## src/rtl/sitcp_pkg.sv

```systemverilog
// rtl/sitcp_pkg.sv - shared widths, timebase moduli and counter sizing for the SiTCP front end
package sitcp_pkg;

  localparam int IP_W      = 32;
  localparam int PORT_W    = 16;
  localparam int US_PER_MS = 1000;
  localparam int MS_PER_S  = 1000;
  localparam int S_PER_MIN = 60;

  // Bits needed to count 0..n-1; never narrower than one bit.
  function automatic int cnt_w(input int n);
    return (n < 2) ? 1 : $clog2(n);
  endfunction

endpackage

```

## src/rtl/sitcp_tick_div.sv

```systemverilog
// rtl/sitcp_tick_div.sv - modulus-N enabled counter with combinational wrap and registered tick
module sitcp_tick_div
  import sitcp_pkg::*;
#(
  parameter int N = 4
) (
  input  logic clk,
  input  logic rst,
  input  logic en,
  output logic wrap,
  output logic tick
);

  localparam int W = cnt_w(N);
  localparam logic [W-1:0] LAST = W'(N - 1);

  logic [W-1:0] cnt;

  // wrap feeds the next stage's enable so the whole cascade registers its ticks on one edge
  assign wrap = en && (cnt == LAST);

  always_ff @(posedge clk) begin
    if (rst) begin
      cnt  <= '0;
      tick <= 1'b0;
    end else begin
      tick <= wrap;
      if (wrap) begin
        cnt <= '0;
      end else if (en) begin
        cnt <= cnt + W'(1);
      end
    end
  end

endmodule

```

## src/rtl/sitcp_timebase_cfg.sv

```systemverilog
// rtl/sitcp_timebase_cfg.sv - us/ms/s/min tick strobes plus IP/port selection and apply logic
// SITCP_CFG_SETTLE_EN: when defined, a candidate must stay stable for SETTLE_US ticks before it is applied.
module sitcp_timebase_cfg
  import sitcp_pkg::*;
#(
  parameter int CLK_FREQ_MHZ = 133,
  parameter int NUM_PORT     = 2,
  parameter int SETTLE_US    = 100
) (
  input  logic                       CLK,
  input  logic                       RST,
  input  logic                       FORCE_DEFAULTn,
  input  logic [IP_W-1:0]            EXT_IP_ADDR,
  input  logic [IP_W-1:0]            DEFAULT_IP_ADDR,
  input  logic [PORT_W*NUM_PORT-1:0] EXT_PORT,
  input  logic [PORT_W*NUM_PORT-1:0] DEFAULT_PORT,
  output logic [IP_W-1:0]            MY_IP_ADDR,
  output logic [PORT_W*NUM_PORT-1:0] MY_PORT,
  output logic                       CFG_VALID,
  output logic                       CFG_CHANGE,
  output logic                       TIM_1US,
  output logic                       TIM_1MS,
  output logic                       TIM_1S,
  output logic                       TIM_1M
);

  localparam int PW = PORT_W * NUM_PORT;

  logic us_wrap;
  logic ms_wrap;
  logic s_wrap;
  logic min_wrap;

  sitcp_tick_div #(.N(CLK_FREQ_MHZ)) u_us_div (
    .clk  (CLK),
    .rst  (RST),
    .en   (1'b1),
    .wrap (us_wrap),
    .tick (TIM_1US)
  );

  sitcp_tick_div #(.N(US_PER_MS)) u_ms_div (
    .clk  (CLK),
    .rst  (RST),
    .en   (us_wrap),
    .wrap (ms_wrap),
    .tick (TIM_1MS)
  );

  sitcp_tick_div #(.N(MS_PER_S)) u_s_div (
    .clk  (CLK),
    .rst  (RST),
    .en   (ms_wrap),
    .wrap (s_wrap),
    .tick (TIM_1S)
  );

  sitcp_tick_div #(.N(S_PER_MIN)) u_min_div (
    .clk  (CLK),
    .rst  (RST),
    .en   (s_wrap),
    .wrap (min_wrap),
    .tick (TIM_1M)
  );

  logic [IP_W-1:0] cand_ip;
  logic [PW-1:0]   cand_port;

  // A zero external field means "not set on the board", so it falls back per field.
  always_comb begin
    cand_ip   = (!FORCE_DEFAULTn || EXT_IP_ADDR == '0) ? DEFAULT_IP_ADDR : EXT_IP_ADDR;
    cand_port = '0;
    for (int k = 0; k < NUM_PORT; k++) begin
      cand_port[PORT_W*k +: PORT_W] =
        (!FORCE_DEFAULTn || EXT_PORT[PORT_W*k +: PORT_W] == '0) ?
        DEFAULT_PORT[PORT_W*k +: PORT_W] : EXT_PORT[PORT_W*k +: PORT_W];
    end
  end

  logic            apply;
  logic [IP_W-1:0] apply_ip;
  logic [PW-1:0]   apply_port;

`ifdef SITCP_CFG_SETTLE_EN
  localparam logic [15:0] SETTLE_CNT = 16'(SETTLE_US);

  logic [IP_W-1:0] pend_ip;
  logic [PW-1:0]   pend_port;
  logic [15:0]     scnt;

  always_ff @(posedge CLK) begin
    if (RST) begin
      pend_ip   <= '0;
      pend_port <= '0;
      scnt      <= '0;
    end else if ({cand_port, cand_ip} != {pend_port, pend_ip}) begin
      pend_ip   <= cand_ip;
      pend_port <= cand_port;
      scnt      <= '0;
    end else if (TIM_1US && scnt != 16'hFFFF) begin
      scnt <= scnt + 16'd1;
    end
  end

  assign apply      = (scnt == SETTLE_CNT) &&
                      (({pend_port, pend_ip} != {MY_PORT, MY_IP_ADDR}) || !CFG_VALID);
  assign apply_ip   = pend_ip;
  assign apply_port = pend_port;
`else
  assign apply      = ({cand_port, cand_ip} != {MY_PORT, MY_IP_ADDR}) || !CFG_VALID;
  assign apply_ip   = cand_ip;
  assign apply_port = cand_port;
`endif

  always_ff @(posedge CLK) begin
    if (RST) begin
      MY_IP_ADDR <= '0;
      MY_PORT    <= '0;
      CFG_VALID  <= 1'b0;
      CFG_CHANGE <= 1'b0;
    end else begin
      CFG_CHANGE <= apply;
      if (apply) begin
        MY_IP_ADDR <= apply_ip;
        MY_PORT    <= apply_port;
        CFG_VALID  <= 1'b1;
      end
    end
  end

endmodule

```

## config.mk

```make
export PLATFORM = sky130hd
export DESIGN_NAME = sitcp_timebase_cfg
export DESIGN_NICKNAME = d
export VERILOG_FILES = /design/src/rtl/sitcp_pkg.sv /design/src/rtl/sitcp_tick_div.sv /design/src/rtl/sitcp_timebase_cfg.sv
export SDC_FILE = /design/constraint.sdc
export NUM_CORES = 1
export LEC_CHECK = 0
export BUFFER_PORTS_ARGS = -buffer_cell sky130_fd_sc_hd__buf_2
export CORE_ASPECT_RATIO = 1.2
export CORE_MARGIN = 10
export CORE_UTILIZATION = 50
export CTS_BUF_LIST = sky130_fd_sc_hd__clkbuf_8 sky130_fd_sc_hd__clkbuf_16
export DETAILED_ROUTE_END_ITERATION = 8
export PLACE_DENSITY = 0.8
export SETUP_SLACK_MARGIN = 0.3
export SYNTH_ARGS = -nofsm -noshare
export SYNTH_HDL_FRONTEND = slang
export SYNTH_HIERARCHICAL = 1
export SYNTH_SLANG_ARGS = --single-unit
```

## constraint.sdc

```tcl
create_clock -name CLK -period 3.8 [get_ports CLK]
set_clock_uncertainty 0.05 [all_clocks]
set_input_delay 0.19 -clock CLK [delete_from_list [all_inputs] [get_ports CLK]]
set_output_delay 0.19 -clock CLK [all_outputs]
set_load 0.05 [all_outputs]
```

==> metrics.txt <==
Residual DRC=0; part of the cycle the worst path needs=roughly 84%; drt total wl=20,300 µm; first-pass GRT wire length=between 30,000 and 40,000 µm; max-cap violations=0; die area=roughly 16,000 µm²; cells along the critical path=nor4b_2 -> and4_1 -> and2_2 -> nand2_1 -> nor2_2 -> and2_2 -> nand2_1 -> nor2_1 -> nand4_1 -> or3_1 -> a21oi_2; first-iteration detailed-routing DRC count=between 300 and 400; Worst-Skew Late Latency=340 ps; Final Critical Period=between 3000 and 4000 ps; # rows=41; critical path class=reg -> reg; register share of total power=a little over two fifths; CP Capture Point=u_min_div/cnt[5]$_SDFFE_PP0P_; combinational share of power=a little over a fifth; H-tree lvl count=3; Wirelength per Cell=~21 µm; status=finished clean; placed cells=between 900 and 1,000; die extent in y=~140 µm; Vias/cell=5.905; Worst Tran Pin Value=approximately 1100 ps; worst reg2reg path endpoint=u_min_div/cnt[5]$_SDFFE_PP0P_; port buffer count=200; Post-Layout Cell Count=roughly 980; Net Sw Frac=31.65%; clock buffer count from CTS=9; CP max stage delay=roughly 380 ps; Syn Area/Cell=approximately 8.6 µm²; total global-route track usage=between 20 and 25%; Max Transition Viols Final=0; pin count of the biggest net entering global routing=55; crit end category=register; slew margin rel.=29.63%; Post-Syn Nets=slightly below 800; Initial Util=between 50% and 60%; Syn. warnings=6; CP Launch Type=register; Crit-path slowest cell=and4_1; Detail Route Antenna Nets=0; unrepaired setup endpoints after global routing=false; Clock Tree Root=clkbuf_16; Final Hold Fails=0; Register-to-Register Path Depth=11; P_int=a little under 2 mW; Leak=3.149 nW; I/O pin cnt=201; Worst path top cell family by delay=simple AND/OR/NAND/NOR gates; Final #Nets=between 900 and 1,000; worst reg-to-reg setup slack=~610 ps; vias in the first global route=between 5,000 and 6,000; layout cell share with drive strength beyond 1=28.96%; Crit Reg-Reg Startpoint=u_us_div/cnt[5]$_SDFFE_PP0P_; PwrDens=approximately 400 nW/µm²; Longest Clk Path Bufs=2; power share of the clock group=36.0%; Worst Hold Class=in -> reg; Mapped Area=between 5000 and 6000 µm²; Syn-to-layout area delta=26.19%; Max rail drop VDD=about 0.25 mV; Gate Count Post-Synth=roughly 640; Final HPWL DP=approximately 17,000 µm; DR vias=between 5,000 and 6,000; gr ovfl total=0; die width=approximately 120 µm; CTS tree=built; DRT Pass-1 Iters=5; largest fanout on the critical path=6; power consumption=approximately 2.8 mW; Placer Congestion=0.9754; antenna violations before repair=2; Setup Viol. Count Final=0; final setup TNS=0 ps; CP startpoint=u_us_div/cnt[5]$_SDFFE_PP0P_; CP Data Arrival Time=3420 ps; Core Box Area=10,670 µm²; placed cell area=6625 µm²; P_sw=between 0.8 and 0.9 mW; Final Cell Area=between 6000 and 7000 µm²; Fmax=313.8 MHz; worst path buffer plus inverter count=0; clk slew on worst S/H paths=~70 ps; clock sinks=approximately 100; Required @ worst endpoint=4040 ps; critical path depth in cells=11
## per-stage QoR
stage               hold WS, ps  util, %  setup WS (ps)
detailed placement        410.1    62.09          431.2
global placement          396.2    62.09          443.5
finish                    49.58    65.26          613.7
global route              51.28    65.26          335.5
CTS                       44.34    65.15          516.5
floorplan                 209.1        -          943.9
## tightest hold or removal path, stage by stage
cell and delay [ps]:
buf_2 110, nand2_1 50, a21oi_1 50
## layer usage
metal / global-route usage, % / vias up / share of wire (%)
met2: 43.72 / 293 / 49
met1: 27.15 / 2716 / 38
met4: 9.192 / 0 / 2.9
li1: - / 2719 / -
met5: 0 / - / 0
met3: 7.048 / 41 / 9.8
## flip-flops by register name, indices dropped and copies added (netlist names)
name            flops
u_min_div/cnt       6
u_ms_div/tick       1
u_us_div/cnt        8
MY_PORT            32
u_min_div/tick      1
u_us_div/tick       1
u_ms_div/cnt       10
CFG_CHANGE          1
CFG_VALID           1
u_s_div/cnt        10
u_s_div/tick        1
MY_IP_ADDR         32
## layout make-up
| cell class | instances | area (µm²) |
|---|---|---|
| antenna | 2 | 5.005 |
| clock buffer | 9 | 225.2 |
| clock inverter | 7 | 101.3 |
| fill | 953 | 3707 |
| inverter | 45 | 168.9 |
| multi-input combinational | 476 | 3168 |
| sequential | 104 | 2082 |
| tap | 129 | 161.4 |
| timing repair buffer | 205 | 1051 |
## cells in the final DEF, fill, tap and decap left out, types with 5 or more instances in the layout
| master | instances |
|---|---|
| dfxtp_1 | 104 |
| or3_1 | 8 |
| ha_1 | 5 |
| buf_2 | 200 |
| nand4_1 | 9 |
| xnor2_1 | 22 |
| clkbuf_16 | 9 |
| mux2i_1 | 48 |
| a21oi_1 | 29 |
| a22oi_1 | 14 |
| nand3_1 | 23 |
| o21ai_0 | 12 |
| o22ai_1 | 13 |
| nor2_1 | 91 |
| a222oi_1 | 5 |
| o211ai_1 | 5 |
| nor4_1 | 21 |
| nor2b_1 | 5 |
| nand2_1 | 44 |
| a211oi_1 | 5 |
| xor2_1 | 37 |
| inv_1 | 45 |
| nor3_1 | 9 |
## how the worst min path moves through the flow
stage | slack (ps) | depth (start not counted) | start | endpoint
final | 50 | 3 | DEFAULT_PORT[11] | MY_PORT[11]$_SDFFE_PP0P_
after global routing | 50 | 3 | DEFAULT_IP_ADDR[17] | MY_IP_ADDR[17]$_SDFFE_PP0P_
after CTS | 40 | 3 | DEFAULT_PORT[11] | MY_PORT[11]$_SDFFE_PP0P_
after detailed placement | 410 | 3 | DEFAULT_PORT[30] | MY_PORT[30]$_SDFFE_PP0P_
after global placement | 400 | 3 | DEFAULT_PORT[17] | MY_PORT[17]$_SDFFE_PP0P_
after floorplan | 210 | 1 | RST | u_min_div/cnt[4]$_SDFFE_PP0P_
## timing repair
| item | CTS | global route |
|---|---|---|
| hold buffers | 0 | 0 |
| resized for setup | 0 | 2 |
| buffers inserted | 0 | 0 |
| hold endpoints to repair | 0 | 0 |
| setup endpoints to repair | 0 | 6 |
## power by group through the flow
stage	clock [mW]	sequential [mW]	combinational, mW
3_3_place_gp	0	1.22	0.599
4_1_cts	1.03	1.19	0.607
3_5_place_dp	0	1.22	0.604
6_report	1.02	1.19	0.609
5_1_grt	1.07	1.20	0.650
2_1_floorplan	0	1.36	0.225
Power figures use the tool's default switching activity.
